===== src/rtl/traffic_pkg.sv =====
// ============================================================================
// Module   : traffic_pkg
// Brief    : Shared constants and enums for the traffic-light light filter.
// Revision : 1.0 - initial release
// ============================================================================
`default_nettype none

package traffic_pkg;

    localparam int ADC_W            = 10;

    localparam int DEF_SAMPLE_DIV   = 100000;
    localparam int DEF_AVG_LOG2     = 3;
    localparam int DEF_NIGHT_TH     = 300;
    localparam int DEF_DAY_TH       = 400;
    localparam int DEF_HOLD_SAMPLES = 4;

    typedef enum logic [0:0] {
        MODE_DAY   = 1'b0,
        MODE_NIGHT = 1'b1
    } light_mode_t;

    typedef enum logic [0:0] {
        FILL = 1'b0,
        RUN  = 1'b1
    } filt_state_t;

endpackage

`default_nettype wire


===== src/rtl/light_level_filter_moving_avg.sv =====
// ============================================================================
// Module   : moving_avg
// Brief    : Circular-buffer moving average over 2^AVG_LOG2 ticked samples.
// Revision : 1.0 - initial release
// ============================================================================
`default_nettype none

module moving_avg
    import traffic_pkg::*;
#(
    parameter int AVG_LOG2 = DEF_AVG_LOG2
) (
    input  logic             clk,
    input  logic             rst,
    input  logic [ADC_W-1:0] sample_i,
    input  logic             tick_i,
    output logic [ADC_W-1:0] avg_o,
    output logic [ADC_W-1:0] avg_next_o,
    output logic             full_o
);

    localparam int DEPTH  = 1 << AVG_LOG2;
    localparam int SUM_W  = ADC_W + AVG_LOG2;
    localparam int FILL_W = AVG_LOG2 + 1;

    logic [ADC_W-1:0]    mem_q [DEPTH];
    logic [SUM_W-1:0]    sum_q;
    logic [SUM_W-1:0]    sum_d;
    logic [AVG_LOG2-1:0] wp_q;
    logic [FILL_W-1:0]   fill_q;
    logic                full_q;
    logic [ADC_W-1:0]    avg_q;

    // The oldest entry is always part of sum_q, so the subtraction cannot underflow.
    always_comb begin
        sum_d      = sum_q + SUM_W'(sample_i) - SUM_W'(mem_q[wp_q]);
        avg_next_o = ADC_W'(sum_d >> AVG_LOG2);
    end

    always_ff @(posedge clk) begin
        if (rst) begin
            for (int i = 0; i < DEPTH; i++) begin
                mem_q[i] <= '0;
            end
            sum_q  <= '0;
            wp_q   <= '0;
            fill_q <= '0;
            full_q <= 1'b0;
            avg_q  <= '0;
        end else if (tick_i) begin
            mem_q[wp_q] <= sample_i;
            sum_q       <= sum_d;
            wp_q        <= wp_q + 1'b1;
            avg_q       <= avg_next_o;
            if (!full_q) begin
                fill_q <= fill_q + 1'b1;
                if (fill_q == FILL_W'(DEPTH - 1)) begin
                    full_q <= 1'b1;
                end
            end
        end
    end

    assign avg_o  = avg_q;
    assign full_o = full_q;

endmodule

`default_nettype wire


===== src/rtl/light_level_filter.sv =====
// ============================================================================
// Module   : light_level_filter
// Brief    : Samples the ADC light level, averages it and debounces day/night.
//            Optional LIGHT_FILTER_OVERRIDE_EN adds force_night/force_day.
// Revision : 1.0 - initial release
// ============================================================================
`default_nettype none

module light_level_filter
    import traffic_pkg::*;
#(
    parameter int SAMPLE_DIV   = DEF_SAMPLE_DIV,
    parameter int AVG_LOG2     = DEF_AVG_LOG2,
    parameter int NIGHT_TH     = DEF_NIGHT_TH,
    parameter int DAY_TH       = DEF_DAY_TH,
    parameter int HOLD_SAMPLES = DEF_HOLD_SAMPLES
) (
    input  logic             clk,
    input  logic             rst,
    input  logic [ADC_W-1:0] light_sensor,
`ifdef LIGHT_FILTER_OVERRIDE_EN
    input  logic             force_night,
    input  logic             force_day,
`endif
    output logic [ADC_W-1:0] avg_level,
    output logic             avg_valid,
    output logic             is_night,
    output logic             mode_change,
    output logic             sample_tick
);

    localparam int CNT_W  = (SAMPLE_DIV > 1) ? $clog2(SAMPLE_DIV) : 1;
    localparam int HOLD_W = (HOLD_SAMPLES > 1) ? $clog2(HOLD_SAMPLES + 1) : 1;

    logic [ADC_W-1:0]  s1_q;
    logic [ADC_W-1:0]  s2_q;
    logic [CNT_W-1:0]  cnt_q;
    logic [CNT_W-1:0]  cnt_d;
    logic              tick;

    filt_state_t       state_q;
    filt_state_t       state_d;
    light_mode_t       mode_q;
    light_mode_t       mode_d;
    logic [HOLD_W-1:0] hold_q;
    logic [HOLD_W-1:0] hold_d;
    logic [HOLD_W-1:0] hold_inc;
    logic              mc_q;
    logic              mc_d;
    logic              qualify;

    logic [ADC_W-1:0]  avg_cur;
    logic [ADC_W-1:0]  avg_next;
    logic              full;

    assign tick  = (cnt_q == CNT_W'(SAMPLE_DIV - 1));
    assign cnt_d = tick ? '0 : cnt_q + 1'b1;

    moving_avg #(
        .AVG_LOG2 (AVG_LOG2)
    ) u_avg (
        .clk        (clk),
        .rst        (rst),
        .sample_i   (s2_q),
        .tick_i     (tick),
        .avg_o      (avg_cur),
        .avg_next_o (avg_next),
        .full_o     (full)
    );

    // FILL->RUN lags full by one cycle; harmless since ticks are >=2 cycles apart.
    always_comb begin
        state_d  = state_q;
        mode_d   = mode_q;
        hold_d   = hold_q;
        mc_d     = 1'b0;
        hold_inc = hold_q + HOLD_W'(1);
        qualify  = (mode_q == MODE_DAY) ? (avg_next < ADC_W'(NIGHT_TH))
                                        : (avg_next > ADC_W'(DAY_TH));
        case (state_q)
            FILL: begin
                if (full) begin
                    state_d = RUN;
                end
            end
            RUN: begin
                if (tick) begin
                    if (!qualify) begin
                        hold_d = '0;
                    end else if (hold_inc == HOLD_W'(HOLD_SAMPLES)) begin
                        mode_d = (mode_q == MODE_DAY) ? MODE_NIGHT : MODE_DAY;
                        mc_d   = 1'b1;
                        hold_d = '0;
                    end else begin
                        hold_d = hold_inc;
                    end
                end
            end
            default: state_d = FILL;
        endcase
`ifdef LIGHT_FILTER_OVERRIDE_EN
        if (force_night || force_day) begin
            mode_d = force_night ? MODE_NIGHT : MODE_DAY;
            hold_d = '0;
            mc_d   = (mode_d != mode_q);
        end
`endif
    end

    always_ff @(posedge clk) begin
        if (rst) begin
            s1_q    <= '0;
            s2_q    <= '0;
            cnt_q   <= '0;
            state_q <= FILL;
            mode_q  <= MODE_DAY;
            hold_q  <= '0;
            mc_q    <= 1'b0;
        end else begin
            s1_q    <= light_sensor;
            s2_q    <= s1_q;
            cnt_q   <= cnt_d;
            state_q <= state_d;
            mode_q  <= mode_d;
            hold_q  <= hold_d;
            mc_q    <= mc_d;
        end
    end

    assign avg_level   = avg_cur;
    assign avg_valid   = full;
    assign is_night    = (mode_q == MODE_NIGHT);
    assign mode_change = mc_q;
    assign sample_tick = tick;

endmodule

`default_nettype wire

===== config.mk =====
export PLATFORM = sky130hd
export DESIGN_NAME = light_level_filter
export DESIGN_NICKNAME = d
export VERILOG_FILES = /design/src/rtl/traffic_pkg.sv /design/src/rtl/light_level_filter_moving_avg.sv /design/src/rtl/light_level_filter.sv
export SDC_FILE = /design/constraint.sdc
export NUM_CORES = 1
export LEC_CHECK = 0
export ABC_AREA = 0
export CORE_MARGIN = 1
export CORE_UTILIZATION = 66
export DETAILED_ROUTE_END_ITERATION = 12
export PLACE_DENSITY = 0.85
export SKIP_CTS_REPAIR_TIMING = 1
export SLEW_MARGIN = 15
export SYNTH_ARGS = -nofsm -noshare
export SYNTH_HDL_FRONTEND = slang
export SYNTH_HIERARCHICAL = 1
export SYNTH_SLANG_ARGS = --single-unit
export TNS_END_PERCENT = 50

===== constraint.sdc =====
create_clock -name clk -period 7.27 [get_ports clk]
set_input_delay 2.181 -clock clk [delete_from_list [all_inputs] [get_ports clk]]
set_output_delay 2.181 -clock clk [all_outputs]
set_load 0.02 [all_outputs]

After elaboration in Yosys (flattened, before gate mapping):

Memories as Yosys holds them, arrays and structs flattened. A register that Yosys moved wholly into a read port is not among the register bits.
Index checks and enable logic that the tools add are counted.

* add/sub/neg operators: 6
* $mul: 0
* divide/modulo/power cells: 0
* magnitude comparators: 2
* eq/ne operators: 3
* shift-type cells: 0
* muxes and demuxes: 19
* bitwise gates (word level): 4
* reduce and logical (&&, ||, !) cells: 6

Operator list (count)
* $add A17 B1 Y17 const B: 1
* $eq A17 B17 Y1 const B: 1
* $mux W3: 5
* $add A13 B10 Y13: 1
* $mux W1: 13
* $sub A13 B10 Y13: 1
* $gt A10 B9 Y1 const B: 1
* $lt A10 B9 Y1 const B: 1
* $mux W10: 1
* $reduce_or A10 Y1: 1
* $add A3 B1 Y3 const B: 2
* $add A4 B1 Y4 const B: 1
* $eq A4 B3 Y1 const B: 1
* $not A1 Y1: 4
* $reduce_and A2 Y1: 2
* $reduce_and A4 Y1: 1
* $reduce_or A4 Y1: 1
* $eq A3 B3 Y1 const B: 1
* $reduce_or A2 Y1: 1

* bits in registers: 74
* bits in latches: 0
* bits in writable memories: 80
* ROM bits: 0
* bits of input ports: 12
* output and inout port bits: 14
* logic and storage cells: 53
* memories kept: 1

Memory list
* u_avg.mem_q: depth 8, width 10, rd ports 1, clocked after memory_dff 1, wr ports 8, RTL line light_level_filter_moving_avg.sv:26 `logic [ADC_W-1:0] mem_q [DEPTH];`

Longest topological paths before layout:

* depth after elaboration: 6
* gate-level depth with buffers: 20
* mapped depth without buffers: 18

Cells and area by module:

The synthesis kept the hierarchy.

Modules (own cells, without submodules)
* moving_avg: times used 1, cells each 463, area each 5511.5 sq um, seq. area each 2882.8 sq um
* light_level_filter: times used 1, cells each 166, area each 1620.3 sq um, seq. area each 860.8 sq um

Least setup slack after synthesis:

OpenSTA, ideal clock, no wires.

* kind: register to register
* start: register (tool-made name)
* end: register hold_q[2]
* arrival time: 4.222 ns
* data required time: 7.196 ns
* slack: 2.974 ns
* cell stages (with the launch flop): 19
* path buffers: 3
* period minus slack after synthesis: 4.296 ns
* path through: dfxtp_1 -> buf_2 -> mux4_2 -> mux2_2 -> fa_1 -> inv_1 -> ha_1 -> buf_6 -> a21o_1 -> a31o_1 -> or3_1 -> o21ai_1 -> xnor2_1 -> buf_4 -> nand3_1 -> o211a_1 -> mux2i_1 -> nand4_1 -> a31oi_1

RTL lines
* to (signal assigned): RTL line light_level_filter.sv:125 `hold_q <= hold_d;`
* to (decl): RTL line light_level_filter.sv:45 `logic [HOLD_W-1:0] hold_q;`

==> flow_summary_export.csv <==
group,metric,value,unit
yosys,synth.avg_cell_area,11.3,um2
cts,clockRootBuffer,"clkbuf_8",
cells_and_area,area_growth,10.3,%
worst_setup_path,rr_worst_depth,14,
yosys,syn_area,7130,um2
yosys,synth_area_leaders,"edfxtp_1 34%, dfxtp_1 19%, mux4_2 6.3%",
sta,post-route-min-period,4.97,ns
yosys,ys_async_sr_fraction,0,%
floorplanning,die-area,11200,um2
drt,ant_nets,0,
place,place_ws,2.46,ns
run,max-cap-violations,0,
worst_hold_path,hold_path.class,"register to register",
power_and_ir_drop,power_density,234,nW/um2
cells_and_area,antenna_cells,0,
place,dpl.cell_count,742,
worst_setup_path,path_max_fanout,20,
place,numPortBuffers,25,
cts,path_clk_slew,0.07,ns
yosys,ys_ff_latch,147,
sta,setup_ws,2.30,ns
global_routing,grt_pass1_wl,23900,um
sta,finalCritPeriodShare,68.3,%
yosys,synth_area_leader_cell,"edfxtp_1",
drt,wl_met1,6010,um
worst_hold_path,hold_depth,1,
cts,clk_path_buf_depth,2,
yosys,netlist_instances,629,
drt,drtPass1Iterations,5,
outcome,status,"finished, final reports clean",
cts,clock_sinks,147,
drt,wl_met2,7060,um
worst_setup_path,required,7.73,ns
cells_and_area,nNetsFinal,665,
cells_and_area,design_area,7870,um2
cts,cts_tree,"done",
sta,fmax,201,MHz
sta,hold_ws,0.435,ns
drt,top_layer_used,"met4",
sta,setup_violations,0,
cells_and_area,fin_cells,774,
sta,slew_headroom,32.9,%
cells_and_area,final_core_util,75.5,%
cts,ctsHtreeMaxLevel,4,
yosys,synthFlopType,"edfxtp_1",
sta,drv_slew,0,
drt,drtIter0Drc,475,
floorplanning,start_util,68.5,%
power_and_ir_drop,p_leak,2.82,nW
drt,routed_wl,14900,um
worst_setup_path,cp.arrival,5.43,ns
sta,finalClockSkew,0.00907,ns
cts,cts_buffers,17,
drt,num_vias,4773,
power_and_ir_drop,ir_drop,0.000236,V
worst_setup_path,end_kind,"register",
yosys,ys_warn_count,6,
floorplanning,die_w,106,um
yosys,yosysUniqueCellTypes,49,
worst_setup_path,path_class,"register to register",
yosys,synth_top_area_share,33.7,%
place,place_area,7290,um2
global_routing,antenna_found_initial,0,
power_and_ir_drop,fin_total_pwr,1.84,mW
drt,viasPerCell,6.17,
worst_setup_path,start_kind,"register",
drt,route.detailed.drc,0,
sta,finalSetupTns,0,ns
place,gp_congestion,0.868,
floorplanning,die_y,106,um
yosys,synth_nets,669,
sta,rsz0062_at_grt,"no",
floorplanning,placementRows,37,
drt,wl_met3,1340,um
yosys,yosys-top-cells-count,"80 x edfxtp_1, 67 x dfxtp_1, 64 x nor3_1, 57 x nor2_1, 38 x inv_1",
global_routing,grt-ovfl-total,0,
sta,finalHoldViolCount,0,
drt,wire_per_inst,19.3,um
sta,worst_pin_slew,1.01,ns
yosys,synth_edf_count,80,
global_routing,grt_usage,28.8,%
cells_and_area,drive_gt1_share,12.9,%
cts,clock_latency,0.54,ns
floorplanning,fp.coreArea,10400,um2
global_routing,grt_max_degree,59,
place,hpwlAfterDp,9740,um
floorplanning,ios,26,
global_routing,grt_pass1_vias,4729,
yosys,synth_most_common_cell,"edfxtp_1",
yosys,yosysSeqAreaShare,52.5,%
-- kinds of logic after synthesis --
| kind of cell | after synthesis | synth area share [%] |
|---|---|---|
| simple gates | 237 | 17.5 |
| flops | 147 | 52.5 |
| buf+inv | 101 | 6.77 |
| compound gates | 44 | 4.04 |
| mux | 40 | 9.30 |
| xor+xnor | 32 | 3.93 |
| fa+ha+maj | 28 | 5.96 |
-- state kept, by name, summed over array words and instances, names as in the netlist, 3 cells and up, named ones only --
register      flops
s1_q             10
u_avg/wp_q        3
cnt_q            17
u_avg/sum_q      13
u_avg/mem_q      80
u_avg/fill_q      4
hold_q            3
s2_q             10
-- path summary, 6_finish.rpt --
path / from / end / slack [ns]
max: register / hold_q[0] / 2.30
min: s1_q[6] / s2_q[6] / 0.43
max reg2reg: register / hold_q[0] / 2.30
min reg2reg: s1_q[6] / s2_q[6] / 0.43
-- cell usage in the layout (no fill, tap or decap), types with 4 or more instances in the layout --
cell,netlist,layout
edfxtp_1,80,80
xnor2_1,20,20
a21oi_1,11,11
nor2_1,57,57
inv_1,38,38
nor4_1,19,19
mux2_2,10,10
nand4_1,8,8
nand2b_1,8,8
ha_1,18,18
fa_1,10,10
buf_4,23,6
clkinv_1,9,9
mux2i_1,10,10
clkbuf_16,0,17
clkdlybuf4s50_1,0,24
o211ai_1,4,4
nand3_1,14,14
xor2_1,12,12
mux4_2,20,20
nand2_1,15,15
o21ai_0,7,7
a211oi_1,4,4
nor2b_1,23,23
a21o_1,5,5
dfxtp_1,67,67
or2_2,8,8
nor3_1,64,64
and2_1,9,9
-- critical path, stage by stage (launching register included) --
cell and delay, ns:
dfxtp_1 0.88, mux4_2 0.42, mux2_2 0.29, fa_1 0.48, fa_1 0.46, nand2b_1 0.20
a211oi_1 0.33, nor3_1 0.12, o21ai_0 0.20, xor2_1 0.33, nand3_1 0.14, o211a_1 0.25
mux2i_1 0.40, nand3_1 0.19, a21oi_1 0.18
-- report_power, final --
part           leakage (nW)  internal, mW  switching [mW]
sequential             1.37         0.895          0.0103
clock                 0.281         0.470           0.360
combinational          1.18        0.0410          0.0632
-- area by class of cell --
cell class	count	area [um2]
Multi-Input combinational cell	381	2910
Timing Repair Buffer	31	290
Clock buffer	20	467
Clock inverter	12	113
Tap cell	136	170
Sequential cell	147	3740
Inverter	47	176
Fill cell	658	2550
-- layer usage --
| layer | track usage (%) | vias to the layer above |
|---|---|---|
| li1 | - | 2206 |
| met1 | 37.3 | 2284 |
| met2 | 44.0 | 244 |
| met3 | 9.63 | 39 |
| met4 | 13.8 | 0 |
| met5 | 0 | - |
Power figures use the tool's default switching activity.
